==> config.mk <==
export PLATFORM = sky130hd
export DESIGN_NAME = seg_scan_decoder
export DESIGN_NICKNAME = d
export VERILOG_FILES = /design/src/rtl/seg_scan_decoder_pkg.sv /design/src/rtl/seg7_to_hex.sv /design/src/rtl/seg_scan_decoder.sv
export SDC_FILE = /design/constraint.sdc
export NUM_CORES = 1
export LEC_CHECK = 0
export CAP_MARGIN = 20
export CORE_AREA = 2 2 106 108
export DETAILED_ROUTE_END_ITERATION = 16
export DIE_AREA = 0 0 108 110
export SLEW_MARGIN = 40
export SYNTH_ARGS = -nofsm -noshare
export SYNTH_HDL_FRONTEND = slang
export SYNTH_HIERARCHICAL = 1
export SYNTH_SLANG_ARGS = --single-unit
==> constraint.sdc <==
create_clock -name clk -period 5.9 [get_ports clk]
set_input_delay 1.77 -clock clk [delete_from_list [all_inputs] [get_ports clk]]
set_output_delay 1.77 -clock clk [all_outputs]
set_load 0.02 [all_outputs]
==> src/rtl/seg_scan_decoder_pkg.sv <==
// Shared 7-segment table, dp bit index and scan FSM encoding for seg_scan_decoder.
package seg_scan_decoder_pkg;

    localparam int unsigned DpBit = 7;

    typedef enum logic [1:0] {
        StIdle = 2'd0,
        StScan = 2'd1,
        StDone = 2'd2
    } state_e;

    // Segment bits 6:0 = g..a, active-high.
    function automatic logic [6:0] seg_pattern(input logic [3:0] code);
        logic [6:0] pat;
        case (code)
            4'h0:    pat = 7'h3F;
            4'h1:    pat = 7'h06;
            4'h2:    pat = 7'h5B;
            4'h3:    pat = 7'h4F;
            4'h4:    pat = 7'h66;
            4'h5:    pat = 7'h6D;
            4'h6:    pat = 7'h7D;
            4'h7:    pat = 7'h07;
            4'h8:    pat = 7'h7F;
            4'h9:    pat = 7'h6F;
            4'hA:    pat = 7'h77;
            4'hB:    pat = 7'h7C;
            4'hC:    pat = 7'h39;
            4'hD:    pat = 7'h5E;
            4'hE:    pat = 7'h79;
            default: pat = 7'h71;
        endcase
        return pat;
    endfunction

endpackage

==> src/rtl/seg7_to_hex.sv <==
// Combinational 7-segment pattern to hex code decode with blank/illegal flags.
module seg7_to_hex
    import seg_scan_decoder_pkg::*;
(
    input  logic [6:0] seg_i,
    output logic [3:0] code_o,
    output logic       blank_o,
    output logic       illegal_o
);

    always_comb begin
        code_o    = 4'h0;
        blank_o   = (seg_i == 7'h00);
        illegal_o = (seg_i != 7'h00);
        for (int i = 0; i < 16; i++) begin
            if (seg_i == seg_pattern(4'(i))) begin
                code_o    = 4'(i);
                illegal_o = 1'b0;
            end
        end
    end

endmodule

==> src/rtl/seg_scan_decoder.sv <==
// Recovers hex digits from a multiplexed 7-segment drive. Optional stability filter
// enabled by defining SEG_SCAN_STABLE_FILTER_EN.
module seg_scan_decoder
    import seg_scan_decoder_pkg::*;
#(
    parameter int unsigned SETTLE_CYCLES = 2,
    parameter int unsigned STABLE_FRAMES = 2
) (
    input  logic        clk,
    input  logic        button_rst,
    input  logic [3:0]  led_selector,
    input  logic [7:0]  led_data,
    output logic [15:0] digits,
    output logic [3:0]  dps,
    output logic [3:0]  blanks,
    output logic        frame_valid,
    output logic        sel_error,
    output logic        seg_error
);

    localparam logic [3:0] Settle = 4'(SETTLE_CYCLES);

    logic [3:0]  sel_q, held_q, run_q, run_d;
    logic [7:0]  data_q;
    state_e      state_q, state_d;
    logic [1:0]  exp_q, exp_d, idx;
    logic [15:0] frm_code_q, frm_code_d, digits_q, digits_d;
    logic [3:0]  frm_dp_q, frm_dp_d, frm_blank_q, frm_blank_d;
    logic [3:0]  dps_q, dps_d, blanks_q, blanks_d;
    logic        bad_q, bad_d;
    logic        frame_valid_q, frame_valid_d;
    logic        sel_err_q, sel_err_d, seg_err_q, seg_err_d;
    logic        same, fire, one_hot, take, commit;
    logic [3:0]  dec_code;
    logic        dec_blank, dec_illegal;

`ifdef SEG_SCAN_STABLE_FILTER_EN
    localparam logic [2:0] Stable = 3'(STABLE_FRAMES);
    logic [2:0]  match_q, match_d;
    logic [23:0] ref_q, ref_d;
    logic [23:0] frame;
    assign frame = {frm_code_q, frm_dp_q, frm_blank_q};
`else
    logic unused_stable;
    assign unused_stable = ^{1'(STABLE_FRAMES)};
`endif

    seg7_to_hex u_dec (
        .seg_i     (data_q[6:0]),
        .code_o    (dec_code),
        .blank_o   (dec_blank),
        .illegal_o (dec_illegal)
    );

    // Fire exactly once when the registered selector reaches SETTLE_CYCLES.
    assign same    = (sel_q == held_q);
    assign one_hot = $onehot(sel_q);

    always_comb begin
        if (sel_q == 4'b0000) begin
            run_d = 4'd0;
        end else if (!same) begin
            run_d = 4'd1;
        end else if (run_q == Settle) begin
            run_d = Settle;
        end else begin
            run_d = run_q + 4'd1;
        end
    end

    assign fire = (sel_q != 4'b0000) && (run_d == Settle) && !(same && (run_q == Settle));

    always_comb begin
        case (sel_q)
            4'b0010: idx = 2'd1;
            4'b0100: idx = 2'd2;
            4'b1000: idx = 2'd3;
            default: idx = 2'd0;
        endcase
    end

    always_comb begin
        state_d       = state_q;
        exp_d         = exp_q;
        frm_code_d    = frm_code_q;
        frm_dp_d      = frm_dp_q;
        frm_blank_d   = frm_blank_q;
        bad_d         = bad_q;
        digits_d      = digits_q;
        dps_d         = dps_q;
        blanks_d      = blanks_q;
        frame_valid_d = 1'b0;
        sel_err_d     = 1'b0;
        seg_err_d     = 1'b0;
        take          = 1'b0;
        commit        = 1'b0;
`ifdef SEG_SCAN_STABLE_FILTER_EN
        match_d       = match_q;
        ref_d         = ref_q;
`endif

        if (state_q == StDone) begin
            state_d = StScan;
`ifdef SEG_SCAN_STABLE_FILTER_EN
            if (bad_q) begin
                match_d = 3'd0;
            end else if ((match_q != 3'd0) && (frame == ref_q)) begin
                match_d = (match_q >= Stable) ? Stable : match_q + 3'd1;
            end else begin
                match_d = 3'd1;
                ref_d   = frame;
            end
            commit = !bad_q && (match_d >= Stable);
`else
            commit = !bad_q;
`endif
        end

        if (commit) begin
            digits_d      = frm_code_q;
            dps_d         = frm_dp_q;
            blanks_d      = frm_blank_q;
            frame_valid_d = 1'b1;
        end

        if (fire) begin
            if (!one_hot) begin
                sel_err_d = 1'b1;
                state_d   = StIdle;
                exp_d     = 2'd0;
            end else if (state_q == StIdle) begin
                take = (idx == 2'd0);
            end else if (idx == exp_q) begin
                take = 1'b1;
            end else if (idx == 2'd0) begin
                sel_err_d = 1'b1;
                take      = 1'b1;
            end else begin
                sel_err_d = 1'b1;
                state_d   = StIdle;
                exp_d     = 2'd0;
            end
        end

        if (take) begin
            frm_code_d[{idx, 2'b00} +: 4] = dec_code;
            frm_dp_d[idx]    = data_q[DpBit];
            frm_blank_d[idx] = dec_blank;
            seg_err_d        = dec_illegal;
            bad_d            = ((idx == 2'd0) ? 1'b0 : bad_q) | dec_illegal;
            if (idx == 2'd3) begin
                state_d = StDone;
                exp_d   = 2'd0;
            end else begin
                state_d = StScan;
                exp_d   = idx + 2'd1;
            end
        end

`ifdef SEG_SCAN_STABLE_FILTER_EN
        if (sel_err_d) begin
            match_d = 3'd0;
        end
`endif
    end

    always_ff @(posedge clk or posedge button_rst) begin
        if (button_rst) begin
            sel_q         <= 4'd0;
            held_q        <= 4'd0;
            data_q        <= 8'd0;
            run_q         <= 4'd0;
            state_q       <= StIdle;
            exp_q         <= 2'd0;
            frm_code_q    <= 16'd0;
            frm_dp_q      <= 4'd0;
            frm_blank_q   <= 4'd0;
            bad_q         <= 1'b0;
            digits_q      <= 16'd0;
            dps_q         <= 4'd0;
            blanks_q      <= 4'd0;
            frame_valid_q <= 1'b0;
            sel_err_q     <= 1'b0;
            seg_err_q     <= 1'b0;
`ifdef SEG_SCAN_STABLE_FILTER_EN
            match_q       <= 3'd0;
            ref_q         <= 24'd0;
`endif
        end else begin
            sel_q         <= led_selector;
            held_q        <= sel_q;
            data_q        <= led_data;
            run_q         <= run_d;
            state_q       <= state_d;
            exp_q         <= exp_d;
            frm_code_q    <= frm_code_d;
            frm_dp_q      <= frm_dp_d;
            frm_blank_q   <= frm_blank_d;
            bad_q         <= bad_d;
            digits_q      <= digits_d;
            dps_q         <= dps_d;
            blanks_q      <= blanks_d;
            frame_valid_q <= frame_valid_d;
            sel_err_q     <= sel_err_d;
            seg_err_q     <= seg_err_d;
`ifdef SEG_SCAN_STABLE_FILTER_EN
            match_q       <= match_d;
            ref_q         <= ref_d;
`endif
        end
    end

    assign digits      = digits_q;
    assign dps         = dps_q;
    assign blanks      = blanks_q;
    assign frame_valid = frame_valid_q;
    assign sel_error   = sel_err_q;
    assign seg_error   = seg_err_q;

endmodule
==> run metrics <==
minimum clock period=3300 ps; post-cts hold buffer count=0; drt total wl=6.88 mm; first-pass GRT wire length=11.9 mm; Slowest cell on crit path=a2111oi_4; post-route insts no fill=490; pre-CTS setup slack=2580 ps; DP HPWL=4.91 mm; Final Slew Violations=0; post-CTS sizing=0; Power per Cell Area=245 nW/um^2; final core utilization=0.410; Hold Violations, Final=0; CTS root buf=clkbuf_8; initial antenna violation count=0; Synth Flop Type=dfrtp_1; most frequent CP cell=ha_1; Syn Nets=331; Cell variety after synth=63; Final period util=0.560; routed vias/inst=4.82; worst vdd ir=0.120 mV; Syn. warnings=6; total gr overflow=0; final setup margin=2600 ps; setup TNS=0 ps; Synth Cell Area=3680 um^2; antenna viol nets, final=0; Worst Tran Pin Value=773 ps; crit-path cells=inv_2, fa_1, inv_1, ha_1, ha_1, or3b_1, a2111oi_4, mux2_2; nets=371; Max-cap violations=0; WL per Instance=14.0 um; Setup crit end kind=flop; IO Port Bufs=40; Die Ht=110 um; Starting Density=0.344; via count=2360; total track usage=0.130; critical path's top delay family=adder cells; final setup violating endpoints=0; Worst-Skew Late Latency=350 ps; layout cell share with drive strength beyond 1=0.194; Chip Width=108 um; CTS clk-pin slew, worst paths=70 ps; Ports=41; Achievable Freq=303 MHz; clk sinks=76; Req. time, crit path=6130 ps; diodes inserted=0; status=finished, final reports clean; # DRC=0; vias in the first global route=2409; hold slack=429 ps; Area growth, synth to finish=19.2%; RSZ-0062 raised after global routing=no; CTS tree=yes; Critical Path Fanout Max=8; Leak Pwr=1.88 nW; clock tree buffer depth=2; Pre-Repair DR Iteration Count=5; Clock Skews=13.9 ps; fin area=4390 um^2; Power, Total=1.07 mW; async set or reset register ratio after synthesis=1.00; area post-placement=4190 um^2; area of the die=11900 um^2; GPL Wtd Cong=0.861; HP Class=flop to flop; startpoint types=flop; commonest non-fill, non-tap cell in the layout=dfrtp_1; Avg Cell Area, Syn=12.1 um^2; delay of the slowest critical-path stage=640 ps; number of cell rows=38; # Post-CTS Setup Buffers=0; Mapped Cells=305; Arrival @ worst endpoint=3540 ps; number of synthesized flops with an enable pin=0; most frequent cells in the layout=dfrtp_1 (76), clkdlybuf4s50_1 (40), nand2_1 (31), mux2_2 (30), inv_1 (25); core region area=10700 um^2; CTS Buf Count=9; Initial DRC Count=82; Placed Cells=474; H-tree depth=3; largest net degree at the start of global routing=54; Synth Register Bits=76; critical path class=flop to flop; Slew Limit Headroom=0.484; Buf/Inv on CP=2; sequential area share after synthesis=0.516; fillers=1047
[final timing paths]
| kind | cells past startpoint | from | end | slack [ps] |
|---|---|---|---|---|
| worst max-delay path | 8 | sel_q[3]$_DFF_PP0_ | frm_blank_q[2]$_DFFE_PP0P_ | 2600 |
| worst max register to register | 8 | sel_q[3]$_DFF_PP0_ | frm_blank_q[2]$_DFFE_PP0P_ | 2600 |
| max in group asynchronous | 3 | button_rst | frm_code_q[15]$_DFFE_PP0P_ | 3250 |
| worst min-delay path | 0 | sel_q[0]$_DFF_PP0_ | held_q[0]$_DFF_PP0_ | 430 |
| min in group asynchronous | 2 | button_rst | sel_q[2]$_DFF_PP0_ | 1870 |
| worst min register to register | 0 | sel_q[0]$_DFF_PP0_ | held_q[0]$_DFF_PP0_ | 430 |
[synth_stat cells (all sizes together) (2+ instances only)]
library cell / instances / area share
a2111oi: 4 / 0.027
a211oi: 2 / 0.0054
a21oi: 5 / 0.0068
a32o: 3 / 0.0082
and3: 3 / 0.0054
buf: 9 / 0.021
clkbuf: 4 / 0.0041
dfrtp: 76 / 0.52
ha: 11 / 0.037
inv: 27 / 0.028
mux2: 33 / 0.10
mux2i: 13 / 0.035
nand2: 31 / 0.032
nand2b: 2 / 0.0034
nand3: 6 / 0.012
nand4: 3 / 0.0051
nand4bb: 2 / 0.0061
nor2: 14 / 0.014
nor3: 3 / 0.0041
nor3b: 4 / 0.0082
nor4b: 2 / 0.0065
o21ai: 8 / 0.011
o311ai: 3 / 0.0092
o31ai: 3 / 0.0061
or2: 3 / 0.0051
or3: 2 / 0.0048
or3b: 4 / 0.0095
xnor2: 2 / 0.0048
xor2: 6 / 0.014
[routing by layer]
layer | track usage | part of all wire | vias to the layer above
li1 | - | - | 1135
met1 | 0.175 | 0.48 | 1178
met2 | 0.199 | 0.46 | 35
met3 | 0.0347 | 0.034 | 12
met4 | 0.0522 | 0.018 | 0
met5 | 0 | 0 | -
[kinds of logic after synthesis]
group	Yosys count	synth area share
fa+ha+maj	12	0.0428
mux	46	0.136
simple gates	86	0.136
compound gates	36	0.0962
flops	76	0.516
buf+inv	41	0.0537
xor+xnor	8	0.0190
[sequential cells by signal (all words and copies together) (netlist names), 4 cells and up]
signal	cells
blanks	4
data_q	8
digits	16
dps	4
frm_blank_q	4
frm_code_q	16
frm_dp_q	4
held_q	4
run_q	4
sel_q	4
[layout make-up]
class	instances	area (um^2)	area share
sequential	76	1900	0.433
multi-input combinational	188	1590	0.362
timing repair buffer	42	415	0.0946
tap	140	175	0.0399
clock buffer	11	141	0.0322
inverter	28	108	0.0245
clock inverter	5	61.3	0.0140
[power breakdown]
part,internal [mW],total [mW],leakage [nW],switching [mW]
registers,0.540,0.563,1.02,0.0232
logic,0.0461,0.111,0.760,0.0645
clock network,0.209,0.401,0.103,0.192
Note: power is estimated with default switching activity, not from simulation.
